<file path="config.mk">
export PLATFORM = sky130hd
export DESIGN_NAME = if_pc_ras
export DESIGN_NICKNAME = d
export VERILOG_FILES = /design/src/rtl/if_pc_ras.sv
export SDC_FILE = /design/constraint.sdc
export NUM_CORES = 1
export LEC_CHECK = 0
export ABC_AREA = 1
export BUFFER_PORTS_ARGS = -buffer_cell sky130_fd_sc_hd__buf_2
export CAP_MARGIN = 20
export CORE_ASPECT_RATIO = 0.9
export CORE_MARGIN = 3
export CORE_UTILIZATION = 42
export DETAILED_ROUTE_END_ITERATION = 10
export GPL_TIMING_DRIVEN = 0
export PLACE_DENSITY = 0.74
export SETUP_SLACK_MARGIN = 0.05
export SLEW_MARGIN = 10
export SYNTH_ARGS = -nofsm -noshare
export SYNTH_HDL_FRONTEND = slang
export SYNTH_SLANG_ARGS = --single-unit
</file>
<file path="constraint.sdc">
create_clock -name clk -period 1.4 [get_ports clk]
set_clock_uncertainty 0.15 [all_clocks]
set_input_delay 0.07 -clock clk [delete_from_list [all_inputs] [get_ports clk]]
set_output_delay 0.07 -clock clk [all_outputs]
set_load 0.03 [all_outputs]
</file>
<file path="src/rtl/if_pc_ras.sv">
// Fetch program counter with sequential/branch/redirect next-PC selection,
// target alignment, and an optional circular return-address stack (IF_PC_RAS_EN).
module if_pc_ras #(
    parameter int ADDR_W      = 16,
    parameter int INSTR_BYTES = 2,
    parameter int RESET_VEC   = 0,
    parameter int RAS_DEPTH   = 4
) (
    input  logic                           clk,
    input  logic                           rst,
    input  logic                           pc_en,
    input  logic                           redirect,
    input  logic [ADDR_W-1:0]              redirect_addr,
    input  logic                           branch_taken,
    input  logic [ADDR_W-1:0]              branch_addr,
    input  logic                           is_call,
    input  logic                           is_ret,
    output logic [ADDR_W-1:0]              pc_addr,
    output logic                           addr_misaligned,
    output logic [$clog2(RAS_DEPTH):0]     ras_count,
    output logic                           ras_overflow,
    output logic                           ras_underflow
);

    localparam int PTR_W = $clog2(RAS_DEPTH);
    localparam int CNT_W = PTR_W + 1;
    localparam logic [ADDR_W-1:0] STEP     = ADDR_W'(INSTR_BYTES);
    localparam logic [ADDR_W-1:0] LOW_MASK = ADDR_W'(INSTR_BYTES - 1);

    logic [ADDR_W-1:0] seq_pc;
    logic [ADDR_W-1:0] target;
    logic [ADDR_W-1:0] pc_next;
    logic              load;
    logic              misaligned_next;

    assign seq_pc = pc_addr + STEP;

`ifdef IF_PC_RAS_EN
    logic [ADDR_W-1:0] ras_mem [RAS_DEPTH];
    logic [PTR_W-1:0]  ras_ptr;   // next free slot; oldest entry when full
    logic [PTR_W-1:0]  top_idx;
    logic              ras_empty;
    logic              ras_full;
    logic              push;
    logic              pop;
    logic              underflow_next;

    assign top_idx   = ras_ptr - PTR_W'(1);
    assign ras_empty = (ras_count == '0);
    assign ras_full  = (ras_count == CNT_W'(RAS_DEPTH));
`endif

    // NOTE: every signal gets a default before the branches so no latch is inferred.
    always_comb begin
        load    = 1'b0;
        target  = branch_addr;
        pc_next = pc_addr;
`ifdef IF_PC_RAS_EN
        push           = 1'b0;
        pop            = 1'b0;
        underflow_next = 1'b0;
`endif
        if (redirect) begin
            load   = 1'b1;
            target = redirect_addr;
        end else if (pc_en) begin
            pc_next = seq_pc;
`ifdef IF_PC_RAS_EN
            if (is_ret && !ras_empty) begin
                // Pop (and re-push when paired with a call) from the stack top.
                pop    = 1'b1;
                push   = is_call;
                load   = 1'b1;
                target = ras_mem[top_idx];
            end else begin
                underflow_next = is_ret;
                push           = is_call;
                load           = is_call || branch_taken;
            end
`else
            load = branch_taken;
`endif
        end
        if (load) pc_next = target & ~LOW_MASK;
    end

    assign misaligned_next = load && ((target & LOW_MASK) != '0);

    // NOTE: sequential state uses non-blocking assignments only.
    always_ff @(posedge clk) begin
        if (rst) begin
            pc_addr         <= ADDR_W'(RESET_VEC);
            addr_misaligned <= 1'b0;
        end else begin
            pc_addr         <= pc_next;
            addr_misaligned <= misaligned_next;
        end
    end

`ifdef IF_PC_RAS_EN
    always_ff @(posedge clk) begin
        if (rst) begin
            ras_ptr       <= '0;
            ras_count     <= '0;
            ras_overflow  <= 1'b0;
            ras_underflow <= 1'b0;
        end else begin
            ras_overflow  <= push && !pop && ras_full;
            ras_underflow <= underflow_next;
            case ({push, pop})
                2'b10: begin
                    ras_ptr <= ras_ptr + PTR_W'(1);
                    if (!ras_full) ras_count <= ras_count + CNT_W'(1);
                end
                2'b01: begin
                    ras_ptr   <= top_idx;
                    ras_count <= ras_count - CNT_W'(1);
                end
                default: ;
            endcase
        end
    end

    // NOTE: stack storage has no reset; the count and pointer alone define validity.
    always_ff @(posedge clk) begin
        if (!rst && push) ras_mem[pop ? top_idx : ras_ptr] <= seq_pc;
    end
`else
    logic unused_ras_inputs;
    assign unused_ras_inputs = is_call | is_ret;
    assign ras_count     = '0;
    assign ras_overflow  = 1'b0;
    assign ras_underflow = 1'b0;
`endif

endmodule

</file>
# ---- Word level (Yosys, flattened, before mapping)
# Index checks and enable logic that the tools add are counted.
dict set report word_totals {
  reg_bits 17
  inputBits 39
  out_inout_bits 22
  word_cells 17
}
dict set report op_classes {
  n_addsub 1
  n_eq_ne 1
  n_mux 6
  n_bitwise 1
  n_reduce_logical 5
}
# cell n
set ops {}
lappend ops {{16-bit two-way mux} 4}
lappend ops {{16-bit by 2-bit adder with 16-bit output, second input constant} 1}
lappend ops {{2-bit AND reduction} 2}
lappend ops {{1-bit two-way mux} 2}
lappend ops {{2-bit by 1-bit != test with 1-bit output, second input constant} 1}
lappend ops {{2-bit nonzero test} 1}
lappend ops {{2-bit OR reduction} 1}
lappend ops {{1-bit logical AND} 1}
lappend ops {{1-bit inverter} 1}

# ---- Logic depth before layout (Yosys ltp)
dict set report logic_depth {
  depth_word 4
  mapped_depth 8
}

# ---- Worst setup path before layout
# Ideal clock, no wire load.
dict set report synth_timing {
  kind {reg-to-reg}
  from {reg pc_addr[2]}
  to {reg pc_addr[15]}
  setup_time_ns 0.119
  t_arrival_ns 1.380
  setup_slack_ns -0.250
  path_stages_with_launch 9
  cell_sequence {dfxtp_1 ha_1 nand3_1 nor2_1 nand3_1 nand2_1 nand3_2 nand2_1 a21oi_2}
}
dict set report synth_between {
  elab_chain_len 4
}
# element line
set synth_lines {}
lappend synth_lines {{start: declaration} 18} ;# output logic [ADDR_W-1:0] pc_addr,
lappend synth_lines {{start signal: assignment} 92} ;# pc_addr <= ADDR_W'(RESET_VEC);
lappend synth_lines {{start signal: assignment} 95} ;# pc_addr <= pc_next;
lappend synth_lines {{16-bit by 2-bit adder with 16-bit output} 36} ;# assign seq_pc = pc_addr + STEP;
lappend synth_lines {{16-bit two-way mux} 66} ;# end else if (pc_en) begin
lappend synth_lines {{16-bit two-way mux} 63} ;# if (redirect) begin
lappend synth_lines {{16-bit two-way mux} 84} ;# if (load) pc_next = target & ~LOW_MASK;
# Every way passes these cells. The select of a mux whose other input is x is not followed.
# A chain may end at the register's enable or synchronous reset.

# ---- Final worst setup path
dict set report layout_timing {
  from {reg pc_addr[3]}
  to {reg pc_addr[6]}
}
# The elaborated chain is that of the path after synthesis.

==> results.yml <==
route:
  wl_mm: 4.09
  drtIter0Drc: 97
  vias_per_cell: 5.11
  ant_nets: 0
  drc: 0
  firstDrtPassIters: 4
  dr_total_vias: 1605
  wl_per_cell_um: 13.0
global_route:
  grt_pass1_wl_mm: 6.62
  antenna_found_initial: 0
  grt_pass1_vias: 1477
  grt_usage_pct: 22.3
  grt_start_max_net_pins: 11
  gr-total-overflow: 0
floorplanning:
  die-area_mm2: 0.00372
  core.rowCount: 18
  initial_core_util_pct: 45.2
  die_h_um: 58.2
  top_level_ports: 61
  die_w_um: 64.0
  fp.coreArea_mm2: 0.00282
finish:
  n_antenna_cell: 0
  area_growth_pct: 53.1
  final_util_pct: 69.1
  final_common_cell: "buf_2"
  nets: 315
  finalNonFillerCells: 314
  final_cell_mix: "buf_2, nand2_1, nor2_1"
  layout-drive-gt1-share_pct: 46.0
power:
  ir_drop_v: 0.000384
  p_leak_uw: 0.000890
  p_comb_share_pct: 38.0
  switching_power_uw: 527
  p_seq_share_pct: 41.8
  p_per_area_mw_per_mm2: 686
  pwr-share-clk_pct: 20.2
  p_int_uw: 808
  switching_share_pct: 39.5
hold_path:
  hold_end: "pc_addr[3]"
  whs_path_depth: 5
  min_from: "branch_addr[3]"
  hp-class: "in2reg"
worst_setup_path:
  crit_type: "reg2reg"
  cp-start-kind: "register"
  worstPathArrival_ns: 1.42
  critPathMaxStageDelay_ns: 0.42
  cp_max_fo: 7
  cp_slowest_cell: "dfxtp_4"
  path_cells: "nand3_1, nor2_2, nand2_1, o21bai_1, a21oi_1"
  cp.required_ns: 1.45
  critPathCaptureType: "register"
  r2r-end: "pc_addr[6]"
  r2r-start: "pc_addr[3]"
  r2r_slack_ns: 0.02
  reg2reg_depth: 5
timing:
  maxSlewViolCount: 0
  max_freq_mhz: 727
  fin_crit_sh_pct: 98.3
  grt_setup_unrepaired: "yes"
  setup_violations: 0
  setup_ws_ns: 0.0241
  finalHoldViolCount: 0
  period_minus_slack_ns: 1.38
placed_design:
  place_congestion: 0.876
  port_buffers: 51
  dp_cells: 290
  place_hpwl_mm: 2.90
  post-place-ws_ns: -0.0402
clock_tree:
  clk_pin_slew_worst_paths_ns: 0.10
  htreeDepth: 1
  clk_path_buf_depth: 2
  root_buffer: "clkbuf_4"
  cts_buffers: 3
  cts.sinks: 16
  clk_latency_ns: 0.30
  cts_tree: "yes"
status:
  status: "complete, no violations"
synth:
  synthCells: 194
  async_reset_ff_share_pct: 0
  syn_area_mm2: 0.00127
  seq_area_frac_synth_pct: 25.2
  synth-seq-cells: 16
  synth.distinct_cells: 32
  synthFlopType: "dfxtp_1"
  ys_warn_count: 0
  syn_area_per_cell_um2: 6.55
  synth_edf_count: 0
flow_run:
  max_cap_violations: 0
[layer usage]
metal	track usage [%]	vias to the layer above	share of wire (%)
met1	28.0	719	41
met2	37.1	75	47
met5	0	-	0
met4	6.77	0	1.5
met3	6.20	6	9.5
li1	-	805	-
[how the worst max path moves through the flow]
stage	start	to	slack (ns)
2_1_floorplan	pc_addr[2]	pc_addr[13]	0.04
3_3_place_gp	pc_addr[2]	pc_addr[7]	-0.02
3_5_place_dp	pc_addr[4]	pc_addr[10]	-0.04
4_1_cts	pc_addr[1]	pc_addr[13]	0.02
5_1_grt	pc_addr[5]	pc_addr[13]	-0.05
6_report	pc_addr[3]	pc_addr[6]	0.02
[cell type report]
| cell class | count | area [µm²] |
|---|---|---|
| clock inverters | 1 | 3.75 |
| fillers | 255 | 870 |
| inverters | 16 | 62.6 |
| flip-flops and latches | 16 | 354 |
| clock buffers | 3 | 22.5 |
| well taps | 40 | 50.0 |
| repair buffers | 71 | 445 |
| plain buffers | 12 | 83.8 |
| multi-input cells | 155 | 923 |
[per-stage QoR]
stage / total power, µW / setup TNS (ns) / hold WS (ns) / instance area, µm²
after floorplan: 865 / 0 / 0.0943 / 1350
after global placement: 1010 / -0.0369 / 0.233 / 1660
after detailed placement: 1010 / -0.0726 / 0.230 / 1660
after CTS: 1320 / 0 / 0.000325 / 1880
after global routing: 1410 / -0.237 / 0.0256 / 1950
final: 1330 / 0 / 0.0116 / 1950
[power groups by stage]
stage | Sequential (µW) | Combinational (µW) | Clock [µW]
after floorplan | 630 | 235 | 0
after CTS | 551 | 488 | 278
after detailed placement | 561 | 447 | 0
after global routing | 565 | 551 | 299
after global placement | 562 | 443 | 0
final | 558 | 507 | 270
[repair_timing]
item,in CTS,in global routing
buffers inserted,6,1
endpoints found under the setup margin,8,12
endpoints found under the hold margin,10,0
hold buffers,13,0
pin swaps,11,10
resized for setup,5,16
[state kept, by name, indices dropped and copies added, names as in the netlist]
name and count:
addr_misaligned 1, pc_addr 15
[cell families (layout without fill, tap and decap cells)]
logic type,count (synthesis),count (layout),share of synthesized area (%)
AOI/OAI and AO/OA,43,43,22.6
xor gates and xnor gates,1,1,0.689
adders and majority gates,1,1,0.984
buffers and inverters,28,103,11.5
DFF,16,16,25.2
other,1,6,0.295
and+or+nand+nor,104,104,38.7
[cells in the mapped netlist, drive strengths merged (2+ instances only)]
master | number | area [µm²]
nand2 | 50 | 190
nor2 | 29 | 144
nand3 | 18 | 110
dfxtp | 16 | 320
inv | 16 | 62.6
a21oi | 15 | 97.6
buf | 12 | 83.8
o21ai | 7 | 35.0
a31oi | 5 | 31.3
nand4 | 4 | 25.0
o21bai | 4 | 30.0
o22ai | 4 | 25.0
o31ai | 3 | 22.5
nor3 | 2 | 10.0
o221ai | 2 | 17.5
[worst max-delay path, delay by kind of cell, from the launching register on]
kind               cells  cell delay (ns)
AOI/OAI and AO/OA      2             0.21
and+or+nand+nor        3             0.49
DFF                    1             0.42
(Power assumes the default switching activity.)
